$ cat config.mk
export PLATFORM = sky130hd
export DESIGN_NAME = hyperbus_cmd_seq
export DESIGN_NICKNAME = d
export VERILOG_FILES = /design/src/rtl/hyperbus_cmd_seq.sv
export SDC_FILE = /design/constraint.sdc
export NUM_CORES = 1
export LEC_CHECK = 0
export ABC_AREA = 1
export BUFFER_PORTS_ARGS = -buffer_cell sky130_fd_sc_hd__buf_2
export CAP_MARGIN = 30
export CORE_ASPECT_RATIO = 2
export CORE_UTILIZATION = 40
export CTS_BUF_LIST = sky130_fd_sc_hd__clkbuf_8 sky130_fd_sc_hd__clkbuf_16
export DETAILED_ROUTE_END_ITERATION = 16
export SETUP_SLACK_MARGIN = 0.4
export SLEW_MARGIN = 20
export SYNTH_ARGS = -nofsm -noshare
export SYNTH_HDL_FRONTEND = slang
export SYNTH_SLANG_ARGS = --single-unit
$ cat constraint.sdc
create_clock -name clk_phy_i -period 3.2 [get_ports clk_phy_i]
set_clock_uncertainty 0.05 [all_clocks]
set_input_delay 0.32 -clock clk_phy_i [delete_from_list [all_inputs] [get_ports clk_phy_i]]
set_output_delay 0.32 -clock clk_phy_i [all_outputs]
set_load 0.05 [all_outputs]
$ cat src/rtl/hyperbus_cmd_seq.sv
// rtl/hyperbus_cmd_seq.sv - HyperBus transaction sequencer: CS, CA word, latency, data phase, CS timing
module hyperbus_cmd_seq #(
    parameter int NumChips        = 2,
    parameter int LenWidth        = 8,
    parameter int TimeoutCycles   = 64,
    parameter int CsMinHighCycles = 4,
    localparam int CsW            = (NumChips > 1) ? $clog2(NumChips) : 1
) (
    input  logic                clk_phy_i,
    input  logic                rst_ni,
    input  logic [3:0]          cfg_latency_i,
    input  logic                cfg_latency_fixed_i,
    input  logic                trans_valid_i,
    output logic                trans_ready_o,
    input  logic                trans_write_i,
    input  logic                trans_addr_space_i,
    input  logic                trans_burst_linear_i,
    input  logic [31:0]         trans_addr_i,
    input  logic [LenWidth-1:0] trans_len_i,
    input  logic [CsW-1:0]      trans_cs_sel_i,
    input  logic                tx_valid_i,
    output logic                tx_ready_o,
    input  logic [7:0]          tx_data_i,
    input  logic                tx_mask_i,
    input  logic                rx_valid_i,
    input  logic [7:0]          rx_data_i,
    output logic                rx_valid_o,
    output logic [7:0]          rx_data_o,
    output logic                rx_last_o,
    output logic                done_o,
    output logic                done_error_o,
    output logic [NumChips-1:0] hyper_cs_no,
    output logic                hyper_ck_en_o,
    output logic [7:0]          hyper_dq_o,
    output logic                hyper_dq_oe_o,
    output logic                hyper_rwds_o,
    output logic                hyper_rwds_oe_o,
    input  logic                hyper_rwds_i,
    output logic [3:0]          debug_state_o
);

    localparam int BcW    = LenWidth + 2;
    localparam int TmrMax = (TimeoutCycles > CsMinHighCycles) ? TimeoutCycles : CsMinHighCycles;
    localparam int TmrW   = $clog2(TmrMax + 1);

    typedef enum logic [2:0] {
        IDLE       = 3'd0,
        CS_SETUP   = 3'd1,
        CA         = 3'd2,
        LATENCY    = 3'd3,
        WDATA      = 3'd4,
        RDATA      = 3'd5,
        CS_HOLD    = 3'd6,
        CS_RECOVER = 3'd7
    } state_e;

    state_e         state_q, state_d;
    logic [47:0]    ca_q, ca_d;
    logic           write_q, write_d;
    logic           space_q, space_d;
    logic [CsW-1:0] cs_sel_q, cs_sel_d;
    logic [BcW-1:0] byte_cnt_q, byte_cnt_d;
    logic [5:0]     lat_q, lat_d;
    logic           dbl_q, dbl_d;
    logic           err_q, err_d;
    logic [TmrW-1:0] tmr_q, tmr_d;
    logic [7:0]     dq_q, dq_d;
    logic           mask_q, mask_d;

    logic [5:0]          lat_w;
    logic                cs_act;
    logic                ready_c;
    logic [NumChips-1:0] cs_onehot;

    assign cs_onehot     = NumChips'(1) << cs_sel_q;
    assign hyper_cs_no   = cs_act ? ~cs_onehot : '1;
    assign trans_ready_o = ready_c & rst_ni;
    assign debug_state_o = {1'b0, state_q};
    assign lat_w         = dbl_q ? {cfg_latency_i, 2'b00} : {1'b0, cfg_latency_i, 1'b0};

    always_comb begin
        state_d         = state_q;
        ca_d            = ca_q;
        write_d         = write_q;
        space_d         = space_q;
        cs_sel_d        = cs_sel_q;
        byte_cnt_d      = byte_cnt_q;
        lat_d           = lat_q;
        dbl_d           = dbl_q;
        err_d           = err_q;
        tmr_d           = tmr_q;
        dq_d            = dq_q;
        mask_d          = mask_q;
        ready_c         = 1'b0;
        cs_act          = 1'b0;
        tx_ready_o      = 1'b0;
        rx_valid_o      = 1'b0;
        rx_data_o       = 8'h00;
        rx_last_o       = 1'b0;
        done_o          = 1'b0;
        done_error_o    = 1'b0;
        hyper_ck_en_o   = 1'b0;
        hyper_dq_o      = 8'h00;
        hyper_dq_oe_o   = 1'b0;
        hyper_rwds_o    = 1'b0;
        hyper_rwds_oe_o = 1'b0;

        case (state_q)
            IDLE: begin
                ready_c = 1'b1;
                if (trans_valid_i) begin
                    ca_d       = {~trans_write_i, trans_addr_space_i, trans_burst_linear_i,
                                  trans_addr_i[31:3], 13'd0, trans_addr_i[2:0]};
                    write_d    = trans_write_i;
                    space_d    = trans_addr_space_i;
                    cs_sel_d   = trans_cs_sel_i;
                    byte_cnt_d = ({2'b00, trans_len_i} + BcW'(1)) << 1;
                    lat_d      = 6'd0;
                    dbl_d      = 1'b0;
                    err_d      = 1'b0;
                    state_d    = CS_SETUP;
                end
            end
            CS_SETUP: begin
                cs_act  = 1'b1;
                lat_d   = 6'd0;
                state_d = CA;
            end
            CA: begin
                cs_act        = 1'b1;
                hyper_dq_oe_o = 1'b1;
                hyper_ck_en_o = 1'b1;
                case (lat_q[2:0])
                    3'd0:    hyper_dq_o = ca_q[47:40];
                    3'd1:    hyper_dq_o = ca_q[39:32];
                    3'd2:    hyper_dq_o = ca_q[31:24];
                    3'd3:    hyper_dq_o = ca_q[23:16];
                    3'd4:    hyper_dq_o = ca_q[15:8];
                    default: hyper_dq_o = ca_q[7:0];
                endcase
                if (lat_q == 6'd2) begin
                    dbl_d = hyper_rwds_i | cfg_latency_fixed_i;
                end
                if (lat_q == 6'd5) begin
                    tmr_d = '0;
                    // Register writes carry no initial latency regardless of RWDS.
                    if (write_q && space_q) begin
                        state_d = WDATA;
                    end else if (lat_w == 6'd0) begin
                        state_d = write_q ? WDATA : RDATA;
                    end else begin
                        lat_d   = lat_w;
                        state_d = LATENCY;
                    end
                end else begin
                    lat_d = lat_q + 6'd1;
                end
            end
            LATENCY: begin
                cs_act        = 1'b1;
                hyper_ck_en_o = 1'b1;
                tmr_d         = '0;
                lat_d         = lat_q - 6'd1;
                if (lat_q == 6'd1) begin
                    state_d = write_q ? WDATA : RDATA;
                end
            end
            WDATA: begin
                cs_act          = 1'b1;
                tx_ready_o      = 1'b1;
                hyper_dq_oe_o   = 1'b1;
                hyper_rwds_oe_o = ~space_q;
                hyper_dq_o      = dq_q;
                hyper_rwds_o    = mask_q;
                if (tx_valid_i) begin
                    hyper_ck_en_o = 1'b1;
                    hyper_dq_o    = tx_data_i;
                    hyper_rwds_o  = tx_mask_i;
                    dq_d          = tx_data_i;
                    mask_d        = tx_mask_i;
                    byte_cnt_d    = byte_cnt_q - BcW'(1);
                    if (byte_cnt_q == BcW'(1)) begin
                        state_d = CS_HOLD;
                    end
                end
            end
            RDATA: begin
                cs_act        = 1'b1;
                hyper_ck_en_o = 1'b1;
                if (rx_valid_i) begin
                    rx_valid_o = 1'b1;
                    rx_data_o  = rx_data_i;
                    rx_last_o  = (byte_cnt_q == BcW'(1));
                    byte_cnt_d = byte_cnt_q - BcW'(1);
                    tmr_d      = '0;
                    if (byte_cnt_q == BcW'(1)) begin
                        state_d = CS_HOLD;
                    end
                end else if (tmr_q == TmrW'(TimeoutCycles - 1)) begin
                    err_d   = 1'b1;
                    state_d = CS_HOLD;
                end else begin
                    tmr_d = tmr_q + TmrW'(1);
                end
            end
            CS_HOLD: begin
                cs_act       = 1'b1;
                done_o       = 1'b1;
                done_error_o = err_q;
                tmr_d        = '0;
                state_d      = CS_RECOVER;
            end
            default: begin
                if (tmr_q == TmrW'(CsMinHighCycles - 1)) begin
                    state_d = IDLE;
                end else begin
                    tmr_d = tmr_q + TmrW'(1);
                end
            end
        endcase
    end

    always_ff @(posedge clk_phy_i) begin
        if (!rst_ni) begin
            state_q    <= IDLE;
            ca_q       <= '0;
            write_q    <= 1'b0;
            space_q    <= 1'b0;
            cs_sel_q   <= '0;
            byte_cnt_q <= '0;
            lat_q      <= '0;
            dbl_q      <= 1'b0;
            err_q      <= 1'b0;
            tmr_q      <= '0;
            dq_q       <= '0;
            mask_q     <= 1'b0;
        end else begin
            state_q    <= state_d;
            ca_q       <= ca_d;
            write_q    <= write_d;
            space_q    <= space_d;
            cs_sel_q   <= cs_sel_d;
            byte_cnt_q <= byte_cnt_d;
            lat_q      <= lat_d;
            dbl_q      <= dbl_d;
            err_q      <= err_d;
            tmr_q      <= tmr_d;
            dq_q       <= dq_d;
            mask_q     <= mask_d;
        end
    end

endmodule

Word-level counts from Yosys, hierarchy flattened
Cells that the tools add are included.
{"block": "op_classes", "add_sub_neg": 5, "multipliers": 0, "n_div": 0, "n_lt_le_gt_ge": 0, "n_eq_ne": 29, "n_shift": 1, "mux": 54, "n_bitwise": 6, "reduce_logical": 21}
{"operator": "one-hot mux 8 bit (5 select lines)", "n": 1}
{"operator": "2-to-1 mux 10 bit", "n": 3}
{"operator": "2-to-1 mux 3 bit", "n": 10}
{"operator": "2-to-1 mux 6 bit", "n": 5}
{"operator": "one-hot mux 10 bit (3 select lines)", "n": 1}
{"operator": "2-to-1 mux 7 bit", "n": 4}
{"operator": "one-hot mux 7 bit (4 select lines)", "n": 1}
{"operator": "2-to-1 mux 8 bit", "n": 3}
{"operator": "one-hot mux 6 bit (4 select lines)", "n": 1}
{"operator": "one-hot mux 3 bit (7 select lines)", "n": 1}
{"operator": "2-to-1 mux 1 bit", "n": 19}
{"operator": "!= test 2 bit (second input constant)", "n": 8}
{"operator": "one-hot mux 8 bit (2 select lines)", "n": 1}
{"operator": "AND reduction 4 bit", "n": 4}
{"operator": "== test 3 x 2 -> 1 bit (second input constant)", "n": 4}
{"operator": "== test 3 bit (second input constant)", "n": 4}
{"operator": "!= test 3 bit (second input constant)", "n": 4}
{"operator": "== test 10 x 1 -> 1 bit (second input constant)", "n": 1}
{"operator": "subtractor 10 x 1 -> 10 bit (second input constant)", "n": 1}
{"operator": "adder 8 x 1 -> 9 bit (second input constant)", "n": 1}
{"operator": "nonzero test 8 bit", "n": 1}
{"operator": "adder 7 x 1 -> 7 bit (second input constant)", "n": 1}
{"operator": "== test 7 x 2 -> 1 bit (second input constant)", "n": 1}
{"operator": "== test 7 x 6 -> 1 bit (second input constant)", "n": 1}
{"operator": "other kinds (26)", "n": 35}
{"block": "totals", "register_bits": 75, "latch_bits": 0, "mem_bits_rw": 0, "romBits": 0, "output_inout_bits": 32, "n_memories": 0}

Longest topological paths before layout
{"block": "depth", "depth_word": 6, "mapped_depth": 12, "depth_no_buf": 11}

Worst setup path before layout
OpenSTA, ideal clock, no wires.
{"block": "synth_timing", "path_kind": "register to output", "from": "register state_q[2]", "to": "output rx_last_o", "arrival_ns": 2.623, "required_time_ns": 2.830, "slack_ns": 0.207, "path_stages_with_launch": 6, "path_buffers": 1, "cell_sequence": "dfxtp_1 buf_4 nand3_2 nor2_1 inv_1 nor2_1"}
{"block": "synth_between", "elab_chain_len": 2}
{"element": "start: declaration", "line_no": "57", "source": "state_e state_q, state_d;"}
{"element": "start signal: assignment", "line_no": "238", "source": "state_q <= state_d;"}
{"element": "== test 3 bit", "line_no": "108", "source": "case (state_q)"}
{"element": "2-to-1 mux 1 bit", "line_no": "108"}
{"element": "end: declaration", "line_no": "29", "source": "output logic rx_last_o,"}
No other way between the ends.

Worst setup path after layout
{"block": "layout_timing", "from": "register state_q[1]", "to": "output hyper_dq_o[4]"}
{"block": "layout_between", "elab_chain_len": 2, "elab_cells_between_ends": 3, "classes_between": "2 x eq/ne; 1 x mux"}
{"element": "== test 3 bit or == test 3 x 2 -> 1 bit (tied branches)", "line_no": "108"}
{"element": "one-hot mux 8 bit (2 select lines) *", "line_no": "108"}
{"element": "end: declaration", "line_no": "34", "source": "output logic [7:0] hyper_dq_o,"}
Mark *: on every way between the ends. The rest lies on a longest branch, timed or not.

==> impl_metrics.yaml <==
grt:
  grt_pass1_vias: 4841
  grt.total_usage_pct: 26.15
  grt_pass1_wl_um: 23260
  grt_antenna_before_repair: 0
  gr-total-overflow: 0
  grt_max_degree: 52
cells_and_area:
  fill_cells: 1167
  layoutNonFillerInstCount: 954
  layout.nets: 891
  diodes: 0
  drive_gt1_share_pct: 18.67
  synthToLayoutAreaGrowth_pct: 20.61
  utilization_pct: 49.67
cts:
  clkTransAtPathRegs_ns: 0.06
  cts_made_buffers: 9
  cts_root_buffer: "clkbuf_16"
  cts.sinks: 74
  cts_setup_buffers: 0
  cts_tree: "yes"
  clk_latency_ns: 0.34
  clockBufferDepth: 2
  htreeDepth: 3
placement:
  place_inst: 938
  port_buffers: 102
  dp_hpwl_um: 11370
  place.gp.congestion: 0.9972
  dp_slack_ns: 0.9001
critical_path:
  r2r_end: "tmr_q[3]$_SDFFE_PN0P_"
  path_delay_family: "buffers and inverters"
  path_cells: "inv_2 > nand2_4 > nor2_4 > nand2_1 > clkinv_1 > a22oi_1 > o21ai_0 > buf_2"
  cp-end-kind: "output port"
  worstPathRequired_ns: 2.83
  crit_fanout: 9
  critPathMaxStageDelay_ns: 0.47
  setup.worst_path.start_class: "flop"
  crit_slowest_cell: "dfxtp_1"
  rr_startpoint: "state_q[2]$_SDFFE_PN0P_"
  rr_worst_depth: 8
  path_buf_inv: 3
  reg2reg_slack_ns: 1.14
  path_depth: 8
  crit_arrival_ns: 2.20
  path_class: "flop to output port"
sta:
  finalSetupTns_ns: 0
  fin_crit_sh_pct: 80.32
  max_freq_mhz: 389.1
  worst_pin_slew_ns: 0.5147
  setup_viol: 0
  setup_slack_ns: 0.6298
  maxSlewViolCount: 0
  min_period_ns: 2.570
  rsz0062_at_grt: "false"
  hold_viol: 0
  slew_headroom_pct: 65.69
synth:
  yosys.cell_types.count: 39
  muxShareOfSynthArea_pct: 0.2235
  syn-instance-count: 718
  yosysSeqAreaShare_pct: 33.07
  synthAdderAreaFrac_pct: 2.793
  yosys_warnings: 0
  synth_area_um2: 4479
  synthesis.nets: 800
  synth_compound_area_share_pct: 18.77
  synth_xor_area_share_pct: 0.7821
  ys_ff_latch: 74
  syn_avg_cell_area_um2: 6.239
  synthSimpleGateAreaFrac_pct: 34.41
  synth_top_family_by_area: "simple AND/OR/NAND/NOR gates"
floorplan:
  start_util_pct: 41.18
  rows: 54
  dieArea_um2: 11650
  die_y_um: 151.7
  coreArea_um2: 10880
  io_pins: 104
  die_width_um: 76.83
pwr:
  finalPower_mw: 4.550
  leakage_nw: 2.528
  p_per_area_nw_per_um2: 842.2
  ir_drop_uv: 429.0
routing:
  wl_per_cell_um: 15.33
  viasPerCell: 5.166
  drc: 0
  num_vias: 4928
  drtAntennaViolNets: 0
  dr.pass1.iters: 4
  drt-initial-drc-count: 227
  wl_um: 14630
hold_path:
  holdPathStages: 3
  hp-start: "trans_addr_i[26]"
  min_to: "ca_q[39]$_SDFFE_PN0P_"
  worst_hold_path_type: "input port to flop"
run_status:
  status: "finished, final reports clean"
flow_run:
  maxCapViolCount: 0
## cells in the mapped netlist (all sizes together)
master | number | area share (%)
ha | 10 | 2.8
clkbuf | 11 | 0.92
conb | 1 | 0.084
clkinv | 2 | 0.17
nand3b | 1 | 0.17
nand4 | 9 | 1.3
xor2 | 3 | 0.59
o21ai | 62 | 6.9
inv | 81 | 6.8
o221ai | 1 | 0.20
mux2i | 1 | 0.22
nor3 | 7 | 0.78
dfxtp | 74 | 33
buf | 15 | 1.9
nand2 | 204 | 18
or2 | 1 | 0.14
a221oi | 2 | 0.39
o31ai | 1 | 0.17
a21oi | 72 | 8.0
o21a | 1 | 0.17
nand3 | 56 | 6.6
a211oi | 3 | 0.50
xnor2 | 1 | 0.20
o22ai | 5 | 0.70
a22oi | 5 | 0.84
o211ai | 4 | 0.67
o21bai | 1 | 0.17
nor2 | 84 | 7.9
## power breakdown
part / switching, mW / total, mW / internal [mW]
sequential: 0.186 / 1.32 / 1.14
combinational: 1.52 / 2.16 / 0.641
clock: 0.448 / 1.07 / 0.618
total: 2.15 / 4.55 / 2.40
## layout by cell type (no fill, tap or decap), types with 9 or more instances in the layout
cell	netlist	final
inv_1	69	69
nand4_1	9	9
inv_2	11	11
buf_2	9	100
ha_1	10	10
dfxtp_1	74	74
clkbuf_16	0	9
nand3_1	53	53
a21oi_1	72	72
o21ai_0	57	57
nand2_1	199	198
nor2_1	77	76
## metal layers
layer | routed length, µm | share of wire (%) | vias to the layer above | track usage (%)
li1 | - | - | 2521 | -
met1 | 5265 | 36 | 2179 | 24.95
met2 | 7720 | 53 | 177 | 50.04
met3 | 741 | 5.1 | 51 | 4.431
met4 | 902 | 6.2 | 0 | 18.17
met5 | 0 | 0 | - | 0
## what timing repair did
item | CTS | global route
hold buffers | 0 | 0
resized for setup | 0 | 4
endpoints found under the setup margin | 0 | 5
endpoints found under the hold margin | 0 | 0
## worst reg2reg max path: stages, from the launching register on
cell     delay (ns)
dfxtp_1        0.55
nand3_2        0.43
nand2_1        0.28
nor2_4         0.07
nand2_2        0.08
nand2_1        0.08
nor2_4         0.19
o21ai_1        0.11
a21oi_1        0.15
## cell type report
cell class	count	area (µm²)	share of cell area [%]
Multi-Input combinational cell	535	2566	47.50
Clock inverter	7	82.58	1.528
Clock buffer	9	225.2	4.169
Inverter	83	314.1	5.813
Tap cell	140	175.2	3.242
Sequential cell	74	1481	27.42
Timing Repair Buffer	106	558.0	10.33
## logic make-up after synthesis
group	after synthesis
flip-flops	74
adder cells (fa/ha/maj)	10
other	1
buffers and inverters	109
AO/OA/AOI/OAI	157
XOR/XNOR	4
AND/OR/NAND/NOR	362
multiplexers	1
## registers in the layout, indices dropped and copies added (netlist names)
signal	cells
tmr_q	7
dbl_q	1
lat_q	6
write_q	1
err_q	1
cs_sel_q	1
dq_q	8
state_q	3
byte_cnt_q	10
ca_q	35
mask_q	1
## how the worst max path moves through the flow
stage	start	end	slack, ns
3_3_place_gp	state_q[2]$_SDFFE_PN0P_	hyper_dq_o[4]	0.96
5_1_grt	lat_q[1]$_SDFFE_PN0P_	hyper_dq_o[0]	0.44
6_report	state_q[1]$_SDFFE_PN0P_	hyper_dq_o[4]	0.63
3_5_place_dp	state_q[2]$_SDFFE_PN0P_	hyper_dq_o[4]	0.90
2_1_floorplan	state_q[1]$_SDFFE_PN0P_	hyper_dq_o[3]	0.35
4_1_cts	state_q[2]$_SDFFE_PN0P_	hyper_dq_o[4]	0.53
## stage by stage
| stage | cell area [µm²] | hold slack, ns |
|---|---|---|
| 4_1_cts | 5390 | 0.1660 |
| 6_report | 5403 | 0.1681 |
| 3_5_place_dp | 5082 | 0.4062 |
| 2_1_floorplan | 4482 | 0.3745 |
| 5_1_grt | 5403 | 0.1726 |
| 3_3_place_gp | 5082 | 0.4073 |
Note: power is estimated with default switching activity, not from simulation.
